### src/rtl/uart_pkg.sv
`default_nettype none
// ============================================================================
//  Module   : uart_pkg
//  Purpose  : Shared types and constants for the UART path. Holds the
//             auto-baud FSM state encoding, the number of additional falling
//             edges that span 8 bit times of a 0x55 character, and the shift
//             that turns an 8-bit span into one bit period.
//  Ports    : none (package)
//  Revision : 1.0  initial release
// ============================================================================
package uart_pkg;

    typedef enum logic [2:0] {
        IDLE      = 3'd0,
        WAIT_HIGH = 3'd1,
        WAIT_EDGE = 3'd2,
        MEASURE   = 3'd3,
        EVAL      = 3'd4,
        FAIL      = 3'd5
    } autobaud_state_t;

    // 0x55 sent LSB first falls at start, d1, d3, d5, d7: after the first
    // edge, four more edges close an 8-bit-time window.
    localparam int AB_EDGES = 4;
    localparam int AB_SHIFT = 3;

endpackage : uart_pkg
`default_nettype wire

### src/rtl/sync_fall_det.sv
`default_nettype none
// ============================================================================
//  Module   : sync_fall_det
//  Purpose  : Two-flop synchronizer for an asynchronous, idle-high line plus
//             a one-cycle falling-edge pulse on the synchronized level.
//             Every edge passes through the same fixed pipeline, so
//             intervals between pulses equal intervals on the pin.
//  Ports    : clk_in   - system clock
//             rst      - synchronous active-high reset
//             d_i      - asynchronous input line
//             level_o  - synchronized level
//             fall_o   - one-cycle pulse when level_o goes 1 -> 0
//  Revision : 1.0  initial release
// ============================================================================
module sync_fall_det (
    input  logic clk_in,
    input  logic rst,
    input  logic d_i,
    output logic level_o,
    output logic fall_o
);

    logic meta_q;
    logic sync_q;
    logic prev_q;

    // Reset to the idle-high level so leaving reset never fakes an edge.
    always_ff @(posedge clk_in) begin
        if (rst) begin
            meta_q <= 1'b1;
            sync_q <= 1'b1;
            prev_q <= 1'b1;
        end else begin
            meta_q <= d_i;
            sync_q <= meta_q;
            prev_q <= sync_q;
        end
    end

    assign level_o = sync_q;
    assign fall_o  = prev_q & ~sync_q;

endmodule : sync_fall_det
`default_nettype wire

### src/rtl/uart_autobaud.sv
`default_nettype none
// ============================================================================
//  Module   : uart_autobaud
//  Purpose  : Auto-baud detector. Once armed, measures the span from the
//             first to the fifth falling edge of a 0x55 calibration
//             character (8 bit times) and loads the rounded bit period, in
//             clk_in cycles, as the UART divisor.
//  Ports    : clk_in   - system clock
//             rst      - synchronous active-high reset
//             rx_in    - asynchronous serial line, idle high
//             start    - one-cycle arm pulse (honoured only when idle)
//             busy     - high from accepted start until done or err
//             done     - one-cycle pulse when a new baud_div is loaded
//             err      - one-cycle pulse on a failed measurement
//             valid    - sticky, baud_div holds a measured value
//             baud_div - bit period in clk_in cycles
//  Revision : 1.0  initial release
// ============================================================================
module uart_autobaud
    import uart_pkg::*;
#(
    parameter int CNT_W       = 20,
    parameter int MIN_BIT     = 4,
    parameter int DEFAULT_DIV = 868
) (
    input  logic        clk_in,
    input  logic        rst,
    input  logic        rx_in,
    input  logic        start,
    output logic        busy,
    output logic        done,
    output logic        err,
    output logic        valid,
    output logic [15:0] baud_div
);

    // Rounding adder needs room for total (CNT_W+1 bits) plus the half-LSB.
    localparam int              DW      = CNT_W + 2;
    localparam logic [CNT_W-1:0] CNT_MAX = '1;
    localparam logic [2:0]      LAST_EDGE = 3'(AB_EDGES - 1);

    logic rx_lvl;
    logic rx_fall;

    sync_fall_det u_sync (
        .clk_in  (clk_in),
        .rst     (rst),
        .d_i     (rx_in),
        .level_o (rx_lvl),
        .fall_o  (rx_fall)
    );

    autobaud_state_t   state_q,    state_d;
    logic [CNT_W-1:0]  cnt_q,      cnt_d;
    logic [2:0]        edge_cnt_q, edge_cnt_d;
    logic [CNT_W:0]    total_q,    total_d;
    logic [15:0]       baud_q,     baud_d;
    logic              busy_q,     busy_d;
    logic              done_q,     done_d;
    logic              err_q,      err_d;
    logic              valid_q,    valid_d;

    // div = (total + 4) >> 3, evaluated at full width so an oversized
    // period is caught rather than wrapped.
    logic [DW-1:0] rnd_sum;
    logic [DW-1:0] div_full;
    logic [63:0]   div_ext;
    logic          div_ok;

    assign rnd_sum  = {1'b0, total_q} + {{(DW-3){1'b0}}, 3'd4};
    assign div_full = rnd_sum >> AB_SHIFT;
    assign div_ext  = {{(64-DW){1'b0}}, div_full};
    assign div_ok   = (div_ext >= 64'(MIN_BIT)) && (div_ext <= 64'h0000_FFFF);

    always_ff @(posedge clk_in) begin
        if (rst) begin
            state_q    <= IDLE;
            cnt_q      <= '0;
            edge_cnt_q <= '0;
            total_q    <= '0;
            baud_q     <= 16'(DEFAULT_DIV);
            busy_q     <= 1'b0;
            done_q     <= 1'b0;
            err_q      <= 1'b0;
            valid_q    <= 1'b0;
        end else begin
            state_q    <= state_d;
            cnt_q      <= cnt_d;
            edge_cnt_q <= edge_cnt_d;
            total_q    <= total_d;
            baud_q     <= baud_d;
            busy_q     <= busy_d;
            done_q     <= done_d;
            err_q      <= err_d;
            valid_q    <= valid_d;
        end
    end

    always_comb begin
        state_d    = state_q;
        cnt_d      = cnt_q;
        edge_cnt_d = edge_cnt_q;
        total_d    = total_q;
        baud_d     = baud_q;
        busy_d     = busy_q;
        valid_d    = valid_q;
        done_d     = 1'b0;
        err_d      = 1'b0;

        case (state_q)
            IDLE: begin
                if (start) begin
                    busy_d  = 1'b1;
                    state_d = WAIT_HIGH;
                end
            end

            // Arming during a low pulse must not treat its end as a start.
            WAIT_HIGH: begin
                if (rx_lvl) begin
                    state_d = WAIT_EDGE;
                end
            end

            WAIT_EDGE: begin
                if (rx_fall) begin
                    cnt_d      = '0;
                    edge_cnt_d = '0;
                    state_d    = MEASURE;
                end
            end

            // cnt holds (cycles since edge 1) - 1, so the edge-5 cycle sees
            // cnt = span - 1 and total = cnt + 1 is the exact span.
            MEASURE: begin
                if (cnt_q != CNT_MAX) begin
                    cnt_d = cnt_q + 1'b1;
                end
                if (rx_fall) begin
                    edge_cnt_d = edge_cnt_q + 3'd1;
                    if (edge_cnt_q == LAST_EDGE) begin
                        total_d = {1'b0, cnt_q} + {{CNT_W{1'b0}}, 1'b1};
                        state_d = EVAL;
                    end
                end else if (cnt_q == CNT_MAX) begin
                    state_d = FAIL;
                end
            end

            EVAL: begin
                if (div_ok) begin
                    baud_d  = div_ext[15:0];
                    valid_d = 1'b1;
                    done_d  = 1'b1;
                    busy_d  = 1'b0;
                    state_d = IDLE;
                end else begin
                    state_d = FAIL;
                end
            end

            FAIL: begin
                err_d   = 1'b1;
                busy_d  = 1'b0;
                state_d = IDLE;
            end

            default: begin
                state_d = IDLE;
            end
        endcase
    end

    assign busy     = busy_q;
    assign done     = done_q;
    assign err      = err_q;
    assign valid    = valid_q;
    assign baud_div = baud_q;

endmodule : uart_autobaud
`default_nettype wire

### config.mk
export PLATFORM = sky130hd
export DESIGN_NAME = uart_autobaud
export DESIGN_NICKNAME = d
export VERILOG_FILES = /design/src/rtl/uart_pkg.sv /design/src/rtl/sync_fall_det.sv /design/src/rtl/uart_autobaud.sv
export SDC_FILE = /design/constraint.sdc
export NUM_CORES = 1
export LEC_CHECK = 0
export CAP_MARGIN = 20
export CORE_AREA = 2 2 83 85
export CTS_CLUSTER_DIAMETER = 200
export DETAILED_ROUTE_END_ITERATION = 16
export DIE_AREA = 0 0 85 87
export HOLD_SLACK_MARGIN = 0.05
export PLACE_DENSITY_LB_ADDON = 0.25
export SETUP_SLACK_MARGIN = 0.02
export SLEW_MARGIN = 40
export SYNTH_ARGS = -nofsm -noshare
export SYNTH_HDL_FRONTEND = slang
export SYNTH_SLANG_ARGS = --single-unit
### constraint.sdc
create_clock -name clk_in -period 2.5 [get_ports clk_in]
set_clock_uncertainty 0.05 [all_clocks]
set_input_delay 0.75 -clock clk_in [delete_from_list [all_inputs] [get_ports clk_in]]
set_output_delay 0.75 -clock clk_in [all_outputs]
set_load 0.01 [all_outputs]
==> impl_metrics.env, run 1 <==
export IMPL_leakage_nw=1.68
export IMPL_rr_worst_depth=9
export IMPL_synth_ff_latch_count=68
export IMPL_start_util_pct=56.5
export IMPL_grt_pass1_wl_mm=13.3
export IMPL_areaGrowthSynthToFinish_pct=18.3
export IMPL_crit_buf_inv=2
export IMPL_synth_warnings=0
export IMPL_core_area_sq_um=6570
export IMPL_antenna_cells=0
export IMPL_grt_overflow_total=0
export IMPL_tns_ps=0
export IMPL_postLayoutCoreUtil_pct=66.8
export IMPL_n_fill_cell=560
export IMPL_rows=30
export IMPL_cts_max_level=3
export IMPL_power_total_mw=2.47
export IMPL_cts_buffers=9
export IMPL_final_period_utilization_pct=94.7
export IMPL_hold_path_endpoint="u_sync.level_o$_SDFF_PP1_"
export IMPL_synth_edff_count=0
export IMPL_routed_wl_mm=7.84
export IMPL_fp_dieArea_sq_um=7400
export IMPL_antenna_found_initial=0
export IMPL_cts_path_max_buffers=2
export IMPL_drc=0
export IMPL_synthTopCellsByArea="dfxtp_1, nor2_1, a21oi_1"
export IMPL_post_cts_setup_buffers=0
export IMPL_syn_nets=446
export IMPL_cts_sinks=68
export IMPL_startpoint_type="flip-flop"
export IMPL_r2r_end="baud_div[5]$_SDFFE_PP1P_"
export IMPL_ys_seq_area_share_pct=36.7
export IMPL_power_density_nw_per_um2=563
export IMPL_arrival_ps=2550
export IMPL_setup_viol=0
export IMPL_place_area_sq_um=4110
export IMPL_slew_violations=0
export IMPL_cts_tree="built"
export IMPL_crit_family="compound AO/OA/AOI/OAI gates"
export IMPL_ys_types=62
export IMPL_grt_max_degree=41
export IMPL_dp_cells=537
export IMPL_holdWs_ps=370
export IMPL_drt_met1_wl_mm=3.82
export IMPL_dp_final_hpwl_mm=5.54
export IMPL_drive_above_1_share_pct=17.1
export IMPL_port_buffers=23
export IMPL_crit_fanout=23
export IMPL_layout_nets=477
export IMPL_avgSynthCellArea_sq_um=8.49
export IMPL_num_vias=3169
export IMPL_slowest_delay_ps=410
export IMPL_worstSkewPairLatency_ps=350
export IMPL_crit_type="flip-flop to flip-flop"
export IMPL_tightest_slew_ps=640
export IMPL_grt_usage_pct=22.2
export IMPL_fin_crit_ps=2370
export IMPL_synth_top_area_share_pct=36.7
export IMPL_critical_path_cell_chain="buf_4 -> and4_1 -> o211ai_1 -> o31ai_1 -> o221ai_1 -> o21ai_4 -> buf_12 -> nor3_1 -> a211o_1"
export IMPL_drtAntennaViolNets=0
export IMPL_syn_inst=437
export IMPL_dieHeight_microns=87
export IMPL_yosysMostFrequentCell="dfxtp_1"
export IMPL_die_w_microns=85
export IMPL_vias_per_cell=5.73
export IMPL_min_delay_start="u_sync.meta_q$_SDFF_PP1_"
export IMPL_synth_common_cells="dfxtp_1, nor2_1, a21oi_1, nand2_1, a211oi_1"
export IMPL_cts_root_buf="clkbuf_8"
export IMPL_end_kind="flip-flop"
export IMPL_finalHoldViolations=0
export IMPL_io_pins=24
export IMPL_cp_slowest_cell="dfxtp_1"
export IMPL_async_flop_share_pct=0
export IMPL_max_freq_ghz=0.423
export IMPL_relSlewSlack_pct=57.3
export IMPL_worstHoldPathCells=1
export IMPL_drt_iter0_markers=115
export IMPL_r2r_setup_slack_ps=130
export IMPL_clkSlewWorstSetupHoldPaths_ps=80
export IMPL_worstReg2RegStart="total_q[6]$_SDFFE_PP0P_"
export IMPL_top_layer="met4"
export IMPL_synth_flop_cell="dfxtp_1"
export IMPL_met2_wirelength_mm=3.69
export IMPL_wl_met3_microns=258
export IMPL_grt_pass1_vias=2834
export IMPL_rsz0062_at_grt="no"
export IMPL_dp_slack_ps=5.69
export IMPL_crit_required_ps=2680
export IMPL_gp_congestion=0.902
export IMPL_design_area_sq_um=4390
export IMPL_firstDrtPassIters=4
export IMPL_cap_violations=0
export IMPL_vdd_drop_max_v=0.000462
export IMPL_routedWlPerCell_microns=14.2
export IMPL_worst_slack_ps=133
export IMPL_synth_area_sq_um=3710
export IMPL_outcome="completed"
export IMPL_final_cells=553
export IMPL_yosysTopAreaCell="dfxtp_1"
export IMPL_hp_class="flip-flop to flip-flop"
==> what timing repair did <==
item                       in CTS  in global routing
pin swaps                       0                  1
gates resized for setup         1                 15
hold buffers                    0                  0
setup endpoints to repair       1                 19
gates cloned                    0                  0
==> area by class of cell <==
| type | instances | area [sq um] | share of cell area (%) |
|---|---|---|---|
| inverters | 6 | 22.5 | 0.514 |
| clock inverters | 7 | 97.6 | 2.23 |
| clock buffers | 9 | 124 | 2.82 |
| flip-flops and latches | 68 | 1370 | 31.3 |
| multi-input cells | 334 | 2210 | 50.4 |
| well taps | 80 | 100 | 2.28 |
| repair buffers | 49 | 458 | 10.4 |
==> metal layers <==
metal / global-route usage, % / vias to the layer above
li1: - / 1627
met1: 29.1 / 1475
met2: 36.0 / 61
met3: 5.78 / 6
met4: 6.78 / 0
met5: 0 / -
==> layout by cell type, fill, tap and decap left out, types with 4 or more instances in the layout <==
master            n
nand3_1          16
nand2_1          22
nand2b_1          5
nor3_1           14
clkdlybuf4s50_1  22
a211oi_1         19
and4_1            6
and3_1           11
xor2_1           18
dfxtp_1          60
or3_1             8
nor3b_1           4
a21oi_1          33
dfxtp_2           7
xnor2_1          17
buf_4            23
clkbuf_8          9
nor2_1           65
inv_1             6
mux2i_1          10
o21ai_0          17
ha_1              4
==> worst max-delay path by stage <==
stage	slack, ps	cells past startpoint	startpoint	end
after CTS	30	9	total_q[2]$_SDFFE_PP0P_	baud_div[5]$_SDFFE_PP1P_
final	130	9	total_q[6]$_SDFFE_PP0P_	baud_div[5]$_SDFFE_PP1P_
after floorplan	160	9	total_q[2]$_SDFFE_PP0P_	baud_div[10]$_SDFFE_PP0P_
after global placement	100	9	total_q[2]$_SDFFE_PP0P_	baud_div[5]$_SDFFE_PP1P_
after global routing	30	9	total_q[4]$_SDFFE_PP0P_	baud_div[5]$_SDFFE_PP1P_
after detailed placement	6	9	total_q[2]$_SDFFE_PP0P_	baud_div[5]$_SDFFE_PP1P_
==> report_power, final <==
part           internal (mW)  switching [mW]  total (mW)  leakage (nW)
Combinational          0.119           0.199       0.319          1.02
Clock                  0.566           0.448        1.01         0.106
Sequential              1.11          0.0281        1.14         0.554
Total                   1.79           0.675        2.47          1.68
==> registers in the layout, summed over array words and instances, names as in the netlist <==
name	count
baud_div	16
busy	1
cnt_q	20
done	1
edge_cnt_q	3
err	1
state_q	3
total_q	19
u_sync.level_o	1
u_sync.meta_q	1
u_sync.prev_q	1
valid	1
==> logic make-up after synthesis <==
| kind of cell | synth area share [%] |
|---|---|
| simple gates | 27.8 |
| compound gates | 17.7 |
| flops | 36.7 |
| xor+xnor | 8.27 |
| buf+inv | 4.86 |
| mux | 2.97 |
| fa+ha+maj | 1.69 |
No activity file was read; power rests on OpenSTA's default activity.
==> run 2: changes to the inputs <==
CELL_PAD_IN_SITES_DETAIL_PLACEMENT = 2   (was not set)
CELL_PAD_IN_SITES_GLOBAL_PLACEMENT = 2   (was not set)
CORE_AREA = 2 2 105 107   (was 2 2 83 85)
CTS_CLUSTER_DIAMETER = not set   (was 200)
DIE_AREA = 0 0 107 109   (was 0 0 85 87)
clock period = 2.3 ns   (was 2.5 ns; I/O delays follow)
==> run 2 against run 1 <==
The flow now finishes with violations (setup timing). Die area is 58% higher. Combinational power is 40% higher. Sequential power increased by 8%. Sequential share of layout area is 2.6 points lower. Count of clock-buffer cells in the layout unchanged. Via count increased by 9.6%. Wire length is 53% higher. Non-clock buffer count is 40 higher. Total power up 13%. Global-route usage is 0.91 points lower. Critical path type unchanged.
==> impl_metrics.env, run 2 (synthesis gave the netlist of run 1 again) <==
export IMPL_outcome="finished with violations"
export IMPL_failed_checks="setup timing"
export IMPL_antenna_cells=0
export IMPL_mostFrequentLayoutCells="nor2_1, buf_4, dfxtp_1"
export IMPL_cts_tree="built"
export IMPL_routedWlPerCell_microns=18.4
export IMPL_crit_fanout=10
export IMPL_hold_buffers=0
export IMPL_crit_buf_inv=1
export IMPL_layout_nets=517
export IMPL_grt_pass1_vias=3647
export IMPL_hp_class="flip-flop to flip-flop"
export IMPL_drc=0
export IMPL_routed_wl_mm=12.0
export IMPL_largest_reg_flops=20
export IMPL_tns_ps=-98.1
export IMPL_setup_viol=10
export IMPL_rows=38
export IMPL_die_w_microns=107
export IMPL_critical_path_cell_chain="ha_4 -> nand3_4 -> nor3_4 -> or3_1 -> a2111o_1 -> o21ai_4 -> buf_12 -> mux2i_1 -> nor2_1"
export IMPL_n_fill_cell=1172
export IMPL_start_util_pct=35.0
export IMPL_crit_type="flip-flop to flip-flop"
export IMPL_antenna_found_initial=0
export IMPL_vias_per_cell=5.32
export IMPL_cts_max_level=3
export IMPL_cts_buffers=9
export IMPL_rsz0062_at_grt="yes"
export IMPL_multi_input_area_sq_um=2250
export IMPL_grt_max_degree=38
export IMPL_num_vias=3472
export IMPL_relSlewSlack_pct=60.4
export IMPL_leakage_nw=1.91
export IMPL_grt_usage_pct=21.3
export IMPL_drt_iter0_markers=84
export IMPL_dp_slack_ps=-119
export IMPL_worstSkewPairLatency_ps=360
export IMPL_top_register="cnt_q"
export IMPL_seqCellArea_sq_um=1390
export IMPL_slowest_delay_ps=450
export IMPL_design_area_sq_um=4840
export IMPL_port_buffers=23
export IMPL_final_period_utilization_pct=101
export IMPL_areaGrowthSynthToFinish_pct=30.6
export IMPL_clkSlewWorstSetupHoldPaths_ps=80
export IMPL_crit_required_ps=2480
export IMPL_slew_violations=0
export IMPL_arrival_ps=2510
export IMPL_dieHeight_microns=109
export IMPL_vdd_drop_max_v=0.000279
export IMPL_fp_dieArea_sq_um=11700
export IMPL_tightest_slew_ps=593
export IMPL_drive_above_1_share_pct=26.5
export IMPL_cts_sinks=68
export IMPL_place_area_sq_um=4510
export IMPL_crit_family="compound AO/OA/AOI/OAI gates"
export IMPL_power_total_mw=2.79
export IMPL_dp_final_hpwl_mm=8.25
export IMPL_fin_crit_ps=2330
export IMPL_startpoint_type="flip-flop"
export IMPL_cts_path_max_buffers=2
export IMPL_drtAntennaViolNets=0
export IMPL_final_common_cell="nor2_1"
export IMPL_cap_violations=0
export IMPL_end_kind="flip-flop"
export IMPL_max_freq_ghz=0.429
export IMPL_cp_slowest_cell="a2111o_1"
export IMPL_core_area_sq_um=10600
export IMPL_gp_congestion=0.820
export IMPL_finalHoldViolations=0
export IMPL_cts_root_buf="clkbuf_8"
export IMPL_power_density_nw_per_um2=576
export IMPL_worst_slack_ps=-30.4
export IMPL_firstDrtPassIters=4
export IMPL_grt_overflow_total=0
export IMPL_grt_pass1_wl_mm=19.3
export IMPL_io_pins=24
[run 2: layout make-up]
class                      count  area share, %
sequential                    68           28.7
multi-input combinational    334           46.4
clock buffer                   9           2.56
inverter                       6          0.465
clock inverter                 7           1.89
tap                          140           3.62
timing repair buffer          89           16.4
[run 2: power by group]
| part | internal, mW | switching (mW) |
|---|---|---|
| clock | 0.606 | 0.511 |
| sequential | 1.20 | 0.0265 |
| combinational | 0.175 | 0.272 |
| total | 1.98 | 0.809 |
[run 2: worst paths after layout]
kind | endpoint | startpoint | cells after the start | slack, ps
max | baud_div[15]$_SDFFE_PP0P_ | total_q[3]$_SDFFE_PP0P_ | 9 | -30
min | u_sync.level_o$_SDFF_PP1_ | u_sync.meta_q$_SDFF_PP1_ | 1 | 370
max reg2reg | baud_div[15]$_SDFFE_PP0P_ | total_q[3]$_SDFFE_PP0P_ | 9 | -30
min reg2reg | u_sync.level_o$_SDFF_PP1_ | u_sync.meta_q$_SDFF_PP1_ | 1 | 370
[run 2: what timing repair did]
action | 4_1_cts | 5_1_grt
setup buffers | 1 | 3
endpoints found under the hold margin | 0 | 0
pin swaps | 6 | 9
endpoints found under the setup margin | 21 | 40
resized for setup | 18 | 16
[run 2: routing by layer]
layer | vias up | global-route usage [%] | share of wire, %
met5 | - | 0 | 0
met4 | 0 | 8.63 | 2.0
met3 | 15 | 3.17 | 1.7
met2 | 40 | 38.5 | 52
met1 | 1718 | 25.3 | 44
li1 | 1699 | - | -
[run 2: stage by stage]
step / utilization, % / instances / hold WS (ps)
after global routing: 45.7 / 653 / 393
after floorplan: - / 437 / 339
after detailed placement: 42.5 / 633 / 354
final: 45.7 / 653 / 374
after global placement: 42.5 / 633 / 342
after CTS: 45.0 / 650 / 377
[run 2: worst reg2reg max path, cell delays in order, from the launching register on]
cell,delay (ps)
dfxtp_4,370
ha_4,180
nand3_4,120
nor3_4,60
or3_1,350
a2111o_1,450
o21ai_4,200
buf_12,170
mux2i_1,200
nor2_1,60
==> run 3: changes to the inputs <==
CORE_AREA = 2 2 106 108   (was 2 2 105 107)
DIE_AREA = 0 0 108 110   (was 0 0 107 109)
SYNTH_HIERARCHICAL = 1   (was not set)
==> run 3 against run 2 <==
The flow still finishes with violations (setup timing). Synthesized area grew 2.9%. Sequential power grew 6%. Fmax shrank 1.7%. Via count grew 15%. Register-to-register slack lost 40 ps. Largest cell class unchanged. Highest routed layer unchanged.
==> impl_metrics.env, run 3 <==
export IMPL_cts_root_buf="clkbuf_8"
export IMPL_crit_type="flip-flop to flip-flop"
export IMPL_grt_pass1_wl_mm=22.4
export IMPL_rsz0062_at_grt="yes"
export IMPL_yosysMostFrequentCell="dfxtp_1"
export IMPL_tns_ps=-330
export IMPL_crit_family="simple AND/OR/NAND/NOR gates"
export IMPL_worstSkewPairLatency_ps=370
export IMPL_synth_warnings=6
export IMPL_slowest_delay_ps=500
export IMPL_core_area_sq_um=10700
export IMPL_largest_reg_flops=20
export IMPL_final_period_utilization_pct=103
export IMPL_synth_flop_cell="dfxtp_1"
export IMPL_synthXorXnorAreaFrac_pct=8.49
export IMPL_firstDrtPassIters=4
export IMPL_worst_slack_ps=-70.8
export IMPL_tightest_slew_ps=489
export IMPL_dieHeight_microns=110
export IMPL_synth_compound_area_share_pct=23.0
export IMPL_final_common_cell="buf_4"
export IMPL_ys_seq_area_share_pct=35.7
export IMPL_cp_slowest_cell="or4b_4"
export IMPL_crit_buf_inv=1
export IMPL_areaGrowthSynthToFinish_pct=36.4
export IMPL_max_freq_ghz=0.422
export IMPL_cts_sinks=68
export IMPL_startpoint_type="flip-flop"
export IMPL_layout_nets=556
export IMPL_end_kind="flip-flop"
export IMPL_syn_inst=479
export IMPL_ys_types=49
export IMPL_muxShareOfSynthArea_pct=1.57
export IMPL_port_buffers=23
export IMPL_crit_required_ps=2510
export IMPL_hp_class="flip-flop to flip-flop"
export IMPL_top_register="cnt_q"
export IMPL_fin_crit_ps=2370
export IMPL_cpMostUsedCell="a211oi_2"
export IMPL_drt_iter0_markers=201
export IMPL_arrival_ps=2580
export IMPL_die_w_microns=108
export IMPL_cap_violations=0
export IMPL_vdd_drop_max_v=0.000276
export IMPL_failed_checks="setup timing"
export IMPL_gp_congestion=0.863
export IMPL_synth_top_area_share_pct=35.7
export IMPL_dp_final_hpwl_mm=9.40
export IMPL_yosysTopAreaCell="dfxtp_1"
export IMPL_crit_fanout=9
export IMPL_outcome="finished with violations"
export IMPL_cts_buffers=9
export IMPL_power_total_mw=2.96
export IMPL_grt_overflow_total=0
export IMPL_synth_simple_area_share_pct=23.6
export IMPL_synth_edff_count=0
export IMPL_synthAdderAreaFrac_pct=1.64
export IMPL_synth_area_sq_um=3820
export IMPL_antenna_cells=0
export IMPL_antenna_found_initial=0
export IMPL_routed_wl_mm=15.6
export IMPL_async_flop_share_pct=0
export IMPL_cts_path_max_buffers=2
export IMPL_fp_dieArea_sq_um=11900
export IMPL_num_vias=4008
export IMPL_grt_max_degree=37
export IMPL_syn_nets=488
export IMPL_finalHoldViolations=0
export IMPL_drtAntennaViolNets=0
export IMPL_vias_per_cell=5.79
export IMPL_routedWlPerCell_microns=22.6
export IMPL_synthTopCellsByArea="dfxtp_1, a211oi_1, nor2_1"
export IMPL_rows=38
export IMPL_avgSynthCellArea_sq_um=7.97
export IMPL_start_util_pct=35.7
export IMPL_power_density_nw_per_um2=569
export IMPL_synth_common_cells="dfxtp_1, nor2_1, a211oi_1, a21oi_1, nand2_1"
export IMPL_grt_pass1_vias=4231
export IMPL_relSlewSlack_pct=67.2
export IMPL_r2r_setup_slack_ps=-70
export IMPL_setup_viol=10
export IMPL_drc=0
export IMPL_critical_path_cell_chain="ha_4 -> and3_4 -> nand4_1 -> or4b_4 -> a211o_1 -> buf_6 -> a211oi_2 -> a211oi_2"
export IMPL_synth_top_family_by_area="simple AND/OR/NAND/NOR gates"
export IMPL_io_pins=24
export IMPL_hold_buffers=0
export IMPL_drive_above_1_share_pct=28.4
export IMPL_clkSlewWorstSetupHoldPaths_ps=80
export IMPL_cts_tree="built"
export IMPL_cts_max_level=3
export IMPL_mostFrequentLayoutCells="buf_4, nor2_1, dfxtp_1"
export IMPL_grt_usage_pct=24.5
export IMPL_leakage_nw=1.85
export IMPL_synth_ff_latch_count=68
export IMPL_slew_violations=0
## run 3: cell types whose count changed after synthesis, moves of 6 or more
| cell | delta |
|---|---|
| inv_1 | +6 |
| clkbuf_1 | +10 |
| a211oi_2 | +8 |
| nand3_1 | +6 |
| nand4_1 | +7 |
| a211oi_1 | +17 |
| xnor2_1 | +6 |
## run 3: metal layers
layer	vias up	share of wire [%]	GRT usage [%]
li1	1855	-	-
met1	2033	41	28.6
met2	80	53	44.4
met3	40	2.7	4.35
met4	0	3.6	9.98
met5	-	0	0
## run 3: cell type report
| class | count | area [sq um] |
|---|---|---|
| Multi-Input combinational cell | 357 | 2560 |
| Sequential cell | 68 | 1390 |
| Inverter | 12 | 45.0 |
| Clock inverter | 1 | 7.51 |
| Fill cell | 1166 | 5490 |
| Timing Repair Buffer | 99 | 855 |
| Clock buffer | 15 | 166 |
| Tap cell | 140 | 175 |
## run 3: path summary, 6_finish.rpt
check / from / to / cells after the start
worst min register to register: u_sync/meta_q$_SDFF_PP1_ / u_sync/level_o$_SDFF_PP1_ / 1
worst max register to register: total_q[2]$_SDFFE_PP0P_ / baud_div[7]$_SDFFE_PP0P_ / 8
worst min-delay path: u_sync/meta_q$_SDFF_PP1_ / u_sync/level_o$_SDFF_PP1_ / 1
worst max-delay path: total_q[2]$_SDFFE_PP0P_ / baud_div[7]$_SDFFE_PP0P_ / 8
## run 3: power breakdown
part | total (mW) | internal, mW | switching [mW]
combinational | 0.692 | 0.280 | 0.412
sequential | 1.30 | 1.22 | 0.0846
clock | 0.966 | 0.454 | 0.513
total | 2.96 | 1.95 | 1.01
## run 3: kinds of logic (layout without fill, tap and decap cells)
| logic type | after synthesis | count (layout) |
|---|---|---|
| AND/OR/NAND/NOR | 183 | 183 |
| AO/OA/AOI/OAI | 126 | 126 |
| flip-flops | 68 | 68 |
| buffers and inverters | 54 | 127 |
| XOR/XNOR | 37 | 37 |
| multiplexers | 6 | 6 |
| adder cells (fa/ha/maj) | 5 | 5 |
## run 3: metrics by stage
step	utilization [%]	instance area (sq um)	hold slack (ps)	worst slack, ps	cells
floorplan	-	3880	335	-115	479
finish	48.6	5200	359	-70.8	692
CTS	46.3	4950	363	-10.9	687
detailed placement	43.0	4600	346	-434	665
global route	48.6	5200	406	-136	692
global placement	43.0	4600	337	-146	665
## run 3: timing repair
| action | 4_1_cts | 5_1_grt |
|---|---|---|
| buffers inserted | 6 | 5 |
| pin swaps | 7 | 9 |
| endpoints found under the setup margin | 23 | 40 |
| resized for setup | 37 | 45 |
